<file path="src/rtl/button_debounce.sv">
// Per-bit button conditioner: two-flop synchroniser, saturating stability
// counter debounce, one-cycle press/release strobes and sticky press flags.
// All outputs are registered; nothing from an input reaches an output
// without passing through a flop.
module button_debounce #(
  parameter int WIDTH           = 8,
  parameter int DEBOUNCE_CYCLES = 250000,
  parameter int CNT_W           = $clog2(DEBOUNCE_CYCLES + 1)
) (
  input  logic             clk,
  input  logic             reset,
  input  logic [WIDTH-1:0] buttons_raw,
  output logic [WIDTH-1:0] buttons_stable,
  output logic [WIDTH-1:0] pressed_pulse,
  output logic [WIDTH-1:0] released_pulse,
  output logic [WIDTH-1:0] press_latched,
  input  logic [WIDTH-1:0] latch_clear
);

  // Terminal count: the stable level flips on the DEBOUNCE_CYCLES-th
  // consecutive cycle of disagreement.
  localparam logic [CNT_W-1:0] CNT_MAX = CNT_W'(DEBOUNCE_CYCLES - 1);

  logic [WIDTH-1:0] sync1_reg;
  logic [WIDTH-1:0] sync2_reg;
  logic [WIDTH-1:0] stable_reg;
  logic [WIDTH-1:0] stable_next;
  logic [WIDTH-1:0] pressed_reg;
  logic [WIDTH-1:0] pressed_next;
  logic [WIDTH-1:0] released_reg;
  logic [WIDTH-1:0] released_next;
  logic [WIDTH-1:0] latched_reg;
  logic [WIDTH-1:0] latched_next;

  // Two-stage synchroniser; nothing sits between the stages so the first
  // flop has a full cycle to resolve metastability.
  always_ff @(posedge clk or posedge reset) begin
    if (reset) begin
      sync1_reg <= '0;
      sync2_reg <= '0;
    end else begin
      sync1_reg <= buttons_raw;
      sync2_reg <= sync1_reg;
    end
  end

  // One independent stability counter per button bit.
  for (genvar gi = 0; gi < WIDTH; gi++) begin : g_bit
    logic [CNT_W-1:0] cnt_reg;
    logic [CNT_W-1:0] cnt_next;
    logic             differ;
    logic             done;

    // Any agreement with the stable level restarts the count, so a glitch
    // shorter than DEBOUNCE_CYCLES can never reach the terminal count.
    assign differ = sync2_reg[gi] ^ stable_reg[gi];
    assign done   = differ && (cnt_reg == CNT_MAX);

    assign cnt_next        = (!differ || done) ? '0 : cnt_reg + CNT_W'(1);
    assign stable_next[gi] = done ? sync2_reg[gi] : stable_reg[gi];

    // Counter state; saturates at CNT_MAX by clearing on the flip.
    always_ff @(posedge clk or posedge reset) begin
      if (reset) begin
        cnt_reg <= '0;
      end else begin
        cnt_reg <= cnt_next;
      end
    end
  end

  // Edge strobes derive from the next stable level so they line up with the
  // cycle in which buttons_stable first shows the new value.
  assign pressed_next  = stable_next & ~stable_reg;
  assign released_next = ~stable_next & stable_reg;

  // A press arriving with a clear on the same bit must not be lost.
  assign latched_next  = (latched_reg & ~latch_clear) | pressed_next;

  // Output registers.
  always_ff @(posedge clk or posedge reset) begin
    if (reset) begin
      stable_reg   <= '0;
      pressed_reg  <= '0;
      released_reg <= '0;
      latched_reg  <= '0;
    end else begin
      stable_reg   <= stable_next;
      pressed_reg  <= pressed_next;
      released_reg <= released_next;
      latched_reg  <= latched_next;
    end
  end

  assign buttons_stable = stable_reg;
  assign pressed_pulse  = pressed_reg;
  assign released_pulse = released_reg;
  assign press_latched  = latched_reg;

endmodule

</file>
<file path="config.mk">
export PLATFORM = sky130hd
export DESIGN_NAME = button_debounce
export DESIGN_NICKNAME = d
export VERILOG_FILES = /design/src/rtl/button_debounce.sv
export SDC_FILE = /design/constraint.sdc
export NUM_CORES = 1
export LEC_CHECK = 0
export CORE_UTILIZATION = 55
export CTS_CLUSTER_SIZE = 16
export DETAILED_ROUTE_END_ITERATION = 8
export PLACE_DENSITY = 0.74
export SETUP_SLACK_MARGIN = 0.1
export SLEW_MARGIN = 10
export SYNTH_ARGS = -nofsm -noshare
export SYNTH_HDL_FRONTEND = slang
export SYNTH_SLANG_ARGS = --single-unit
</file>
<file path="constraint.sdc">
create_clock -name clk -period 10.95 [get_ports clk]
set_input_delay 1.095 -clock clk [delete_from_list [all_inputs] [get_ports clk]]
set_output_delay 1.095 -clock clk [all_outputs]
set_load 0.02 [all_outputs]
</file>
==> results of run 1 <==
[power by group]
part           total, mW  switching, mW  leakage (nW)  internal [mW]
registers          0.729        0.00991          2.63          0.719
logic             0.0455         0.0302          1.15         0.0153
clock network      0.609          0.260         0.279          0.349
total               1.38          0.300          4.05           1.08
[through the flow]
| stage | cell area, um2 | instances | utilization | setup slack, ns |
|---|---|---|---|---|
| after global routing | 10100 | 1131 | 0.6544 | 8.069 |
| after global placement | 9499 | 1099 | 0.6157 | 7.815 |
| after floorplan | 8801 | 858 | - | 4.628 |
| after detailed placement | 9499 | 1099 | 0.6157 | 7.825 |
| final | 10100 | 1131 | 0.6544 | 8.376 |
| after CTS | 10090 | 1131 | 0.6539 | 8.303 |
[synthesized netlist by cell type, drive strengths merged]
cell / number / area (um2)
or3: 10 / 62.56
nand4: 44 / 275.3
a22o: 1 / 8.760
and3: 18 / 113.9
mux2: 8 / 93.84
or4: 14 / 108.9
or2: 3 / 21.27
ha: 8 / 100.1
or4b: 2 / 20.02
o22ai: 8 / 50.05
o21ai: 13 / 68.82
a21oi: 17 / 85.08
xnor2: 74 / 648.1
nor4bb: 2 / 20.02
nand2: 39 / 146.4
nor3b: 8 / 60.06
nor3: 25 / 125.1
nor2b: 1 / 6.260
nand2b: 11 / 68.82
o41ai: 2 / 32.53
a31o: 2 / 17.52
dfrtp: 192 / 4805
xor2: 43 / 376.6
inv: 27 / 101.4
and2: 5 / 31.28
nor4b: 11 / 96.34
nor4: 30 / 187.7
a41o: 1 / 10.01
nand3b: 2 / 15.01
and4: 10 / 87.58
nand4b: 1 / 8.760
nor2: 145 / 544.3
buf: 2 / 11.26
nand3: 54 / 275.3
o31ai: 5 / 42.54
clkbuf: 20 / 75.07
[cells in the final DEF, fill, tap and decap left out, drive strengths merged, types with 18 or more instances in the layout]
master         Yosys  final
dfrtp            192    192
nor2             145    145
xnor2             74     74
nand3             54     54
clkdlybuf4s50      0     49
nand4             44     44
xor2              43     43
nand2             39     39
nor4              30     30
inv               27     29
nor3              25     25
clkbuf            20     20
and3              18     18
[metal layers]
layer  vias up  wire length, um
met5         -                0
met4         0              168
met3        13              525
met2        91             7234
met1      3020             7668
li1       3109                -
[cell families (layout without fill, tap and decap cells)]
kind of cell | Yosys count | in the layout | synth area share
XOR/XNOR | 117 | 117 | 0.1164
flip-flops | 192 | 192 | 0.5459
adder cells (fa/ha/maj) | 8 | 8 | 0.01137
buffers and inverters | 49 | 111 | 0.02132
AO/OA/AOI/OAI | 49 | 49 | 0.03583
AND/OR/NAND/NOR | 435 | 435 | 0.2585
multiplexers | 8 | 8 | 0.01066
[worst paths after layout]
| kind | from | slack (ns) | end | depth (start not counted) |
|---|---|---|---|---|
| max in group asynchronous | reset | 8.44 | g_bit[1].cnt_reg[16] | 3 |
| min reg2reg | sync1_reg[3] | 0.35 | sync2_reg[3] | 0 |
| min in group asynchronous | reset | 1.23 | released_pulse[5] | 2 |
| max reg2reg | g_bit[7].cnt_reg[0] | 8.57 | g_bit[7].cnt_reg[15] | 5 |
| max | buttons_stable[7] | 8.38 | buttons_stable[7] | 1 |
| min | sync1_reg[3] | 0.35 | sync2_reg[3] | 0 |
[final cells by class]
type / instances / area [um2] / area share
Clock buffer: 20 / 456.7 / 0.04523
Clock inverter: 12 / 131.4 / 0.01301
Inverter: 27 / 108.9 / 0.01078
Multi-Input combinational cell: 617 / 3817 / 0.3781
Sequential cell: 192 / 4805 / 0.4759
Tap cell: 211 / 264.0 / 0.02615
Timing Repair Buffer: 52 / 513.0 / 0.05081
==> flow_summary.yaml, run 1 <==
worst_setup_path:
  cp_cell_sequence: "clkdlybuf4s50_1"
  cp-start-kind: "flip-flop"
  slowest_delay_ns: 0.63
  end_kind: "output pin"
  critPathRequiredTime_ns: 9.86
  critical_path.top_delay_family: "buffers and inverters"
  crit_fanout: 5
  critPathBufInv: 1
  timing_worst_setup_path_type: "flip-flop to output pin"
  cp.arrival_ns: 1.48
  critPathSlowestCell: "clkdlybuf4s50_1"
grt:
  grt_pass1_wl_um: 26830
  track_usage: 0.2051
  grt_use_met2: 0.3243
  grtUsageMet1: 0.2766
  gr-total-overflow: 0
  grt_max_degree: 129
  grt_pass1_vias: 5889
  grt_antenna_before_repair: 0
  use_met3: 0.04990
  busiest_layer: "met2"
timing:
  final-setup-viol-count: 0
  slew-limit-headroom: 0.1958
  period_share: 0.2350
  fin_skew_ns: 0.006487
  whs_ns: 0.3492
  hold_viol_final: 0
  grt_setup_unrepaired: "no"
  worstMarginPinSlew_ns: 1.198
  min_period_ns: 2.574
  fmax_ghz: 0.3885
  drv_slew: 0
  tns_ns: 0
drt:
  vias_per_cell: 5.511
  wl_um: 15600
  drt_first_pass_iters: 6
  drc_errors: 0
  route.detailed.wl_per_inst_um: 13.79
  vias: 6233
  drt_iter0_markers: 324
  postRouteAntennaNets: 0
synthesis:
  synth_seq_area_share: 0.5459
  avgSynthCellArea_um2: 10.26
  yosysUniqueCellTypes: 46
  syn_nets: 884
  synth_warnings: 0
  ys_seq_elements: 192
  synth_cells: 858
  syn_area_um2: 8801
power_and_ir_drop:
  max-vdd-ir-drop_mv: 0.1332
  p_leak_nw: 4.053
  p_total_mw: 1.383
  power_density_nw_per_um2: 137.0
cts:
  postCtsHoldBufs: 0
  cts_buffer_depth: 2
  htreeDepth: 4
  insertion_delay_ns: 0.43
  post-cts-setup-buffer-count: 0
  cts.sinks: 192
  cts_made_buffers: 17
  path_clk_slew_ns: 0.06
  cts_tree: "built"
  postCtsResizedCells: 0
  root_buffer: "clkbuf_16"
floorplanning:
  fp.dieH_um: 128.5
  initial_core_util: 0.5705
  core_um2: 15430
  rows: 45
  dieArea_um2: 16510
  ios: 50
  fp.dieW_um: 128.5
cells_and_area:
  syn2layout_area_growth_pct: 14.71
  antennaDiodeCount: 0
  largest_reg_flops: 144
  drive_above_1_share: 0.06087
  filler_cell_count: 1293
  final_nets: 933
place:
  io_buffer_count: 49
  dp_hpwl_um: 10080
  place_congestion: 0.8217
outcome:
  outcome: "complete, no violations"
worst_hold_path:
  hold_path_class: "flip-flop to flip-flop"
job:
  maxCapViolCount: 0
(Power assumes the default switching activity.)
==> run 2, diff against run 1 <==
--- a/config.mk
+++ b/config.mk
@@ -5,10 +5,10 @@
 export SDC_FILE = /design/constraint.sdc
 export NUM_CORES = 1
 export LEC_CHECK = 0
-export CORE_UTILIZATION = 55
+export CORE_UTILIZATION = 54
 export CTS_CLUSTER_SIZE = 16
 export DETAILED_ROUTE_END_ITERATION = 8
-export PLACE_DENSITY = 0.74
+export PLACE_DENSITY = 0.76
 export SETUP_SLACK_MARGIN = 0.1
 export SLEW_MARGIN = 10
 export SYNTH_ARGS = -nofsm -noshare
==> constraint.sdc (replaced) <==
create_clock -name clk -period 2.3 [get_ports clk]
set_input_delay 0.23 -clock clk [delete_from_list [all_inputs] [get_ports clk]]
set_output_delay 0.23 -clock clk [all_outputs]
set_load 0.02 [all_outputs]
==> run 2 against run 1 <==
Net effect: sequential share of layout area fell by 0.94 points; global-route usage rose by 0.45 points; worst setup slack got worse by 8.2 ns; count of clock-buffer cells in the layout rose by 3; first-iteration DRC count rose by 18%; final cell count rose by 2.3%; critical path depth rose by 3; via count rose by 2.4%; utilization fell by 0.60 points; wire length rose by 1.7%; sequential power rose to 4.8 times the previous value; highest routed layer unchanged.
==> flow_summary.yaml, run 2 (synthesized netlist as in run 1, its figures left out) <==
cts:
  cts_tree: "built"
  path_clk_slew_ns: 0.07
  root_buffer: "clkbuf_16"
  insertion_delay_ns: 0.43
  cts_buffer_depth: 2
  postCtsHoldBufs: 0
  postCtsResizedCells: 0
  post-cts-setup-buffer-count: 0
  cts.sinks: 192
  htreeDepth: 4
  cts_made_buffers: 17
cells_and_area:
  final_common_cell: "dfrtp_1"
  antennaDiodeCount: 0
  filler_cell_count: 1301
  final_nets: 954
  syn2layout_area_growth_pct: 17.03
  final_cell_mix: "192 x dfrtp_1, 145 x nor2_1, 74 x xnor2_1"
  largest_reg_flops: 144
  drive_above_1_share: 0.08183
floorplanning:
  dieArea_um2: 16810
  fp.dieH_um: 129.7
  ios: 50
  initial_core_util: 0.5540
  rows: 46
  core_um2: 15890
  fp.dieW_um: 129.7
timing:
  grt_setup_unrepaired: "no"
  worstMarginPinSlew_ns: 0.5938
  fmax_ghz: 0.4716
  min_period_ns: 2.120
  tns_ns: 0
  hold_viol_final: 0
  fin_skew_ns: 0.007096
  drv_slew: 0
  period_share: 0.9218
  final-setup-viol-count: 0
  slew-limit-headroom: 0.6005
power_and_ir_drop:
  max-vdd-ir-drop_mv: 0.4942
  power_density_nw_per_um2: 645.5
  p_leak_nw: 4.179
  p_total_mw: 6.649
worst_setup_path:
  critPathRequiredTime_ns: 2.61
  r2r_cells: 4
  slowest_delay_ns: 0.53
  crit_path_end: "buttons_stable[7]"
  r2r_end: "buttons_stable[7]"
  cp-start-kind: "flip-flop"
  critPathLaunch: "g_bit[7].cnt_reg[8]"
  timing_worst_setup_path_type: "flip-flop to flip-flop"
  end_kind: "flip-flop"
  r2r-start: "g_bit[7].cnt_reg[8]"
  regToRegSetupSlack_ns: 0.18
  critPathSlowestCell: "or4_1"
  cp.arrival_ns: 2.43
  cp_cell_sequence: "or4_1, or4_4, or2_4, mux2_4"
  crit_fanout: 6
grt:
  grt_pass1_wl_um: 28000
  grt_max_degree: 80
  busiest_layer: "met2"
  grt_pass1_vias: 6151
  track_usage: 0.2095
  grt_antenna_before_repair: 0
  gr-total-overflow: 0
  use_met3: 0.04831
  grtUsageMet1: 0.2731
  grt_use_met2: 0.3457
drt:
  drc_errors: 0
  vias: 6383
  drt_iter0_markers: 381
  vias_per_cell: 5.517
  wl_um: 15870
  route.detailed.wl_per_inst_um: 13.72
  postRouteAntennaNets: 0
  drt_first_pass_iters: 4
place:
  dp_hpwl_um: 10660
  io_buffer_count: 49
  place_congestion: 0.8042
worst_hold_path:
  hold_path_class: "input pin to asynchronous set/reset pin"
outcome:
  outcome: "complete, no violations"
job:
  maxCapViolCount: 0
run 2: changes by cell type in the layout (fill, tap and decap cells not counted), moves of 2 or more:
cell,change
inv_6,-2
clkbuf_8,+3
clkinvlp_4,-2
buf_12,+3
buf_4,+18
run 2: cell type report:
type / count / area [um2] / area share
Sequential cell: 192 / 4805 / 0.4665
Multi-Input combinational cell: 617 / 3809 / 0.3698
Timing Repair Buffer: 73 / 708.2 / 0.06876
Clock buffer: 23 / 498.0 / 0.04835
Tap cell: 216 / 270.3 / 0.02624
Clock inverter: 9 / 105.1 / 0.01020
Inverter: 27 / 105.1 / 0.01020
run 2: layer usage:
metal,up-vias,wire [um]
li1,3156,-
met1,3120,7494
met2,90,7708
met3,17,477
met4,0,189
met5,-,0
run 2: how the worst min path moves through the flow:
stage	slack, ns	end	startpoint
6_report	0.09	released_pulse[3]	reset
5_1_grt	0.09	released_pulse[3]	reset
4_1_cts	0.07	press_latched[3]	reset
3_5_place_dp	0.34	sync2_reg[7]	sync1_reg[7]
3_3_place_gp	0.33	sync2_reg[7]	sync1_reg[7]
2_1_floorplan	0.26	sync1_reg[0]	buttons_raw[0]
run 2: worst max-delay path, delay by kind of cell (launching register included):
| kind | cells | cell delay (ns) |
|---|---|---|
| and+or+nand+nor | 3 | 1.25 |
| DFF | 1 | 0.46 |
| muxes | 1 | 0.30 |
run 2: stage by stage:
step | hold WS, ns | setup slack [ns] | instances | instance area, um2 | utilization
after detailed placement | 0.3365 | 0.2147 | 1125 | 9697 | 0.6104
final | 0.08820 | 0.1798 | 1157 | 10300 | 0.6484
after floorplan | 0.2614 | -0.4064 | 858 | 8805 | -
after CTS | 0.07117 | 0.1973 | 1157 | 10300 | 0.6484
after global placement | 0.3328 | 0.2569 | 1125 | 9697 | 0.6104
after global routing | 0.09324 | 0.1431 | 1157 | 10300 | 0.6484
run 2: power breakdown:
group / switching (mW) / internal, mW
registers: 0.0463 / 3.43
logic: 0.148 / 0.0926
clock network: 1.20 / 1.74
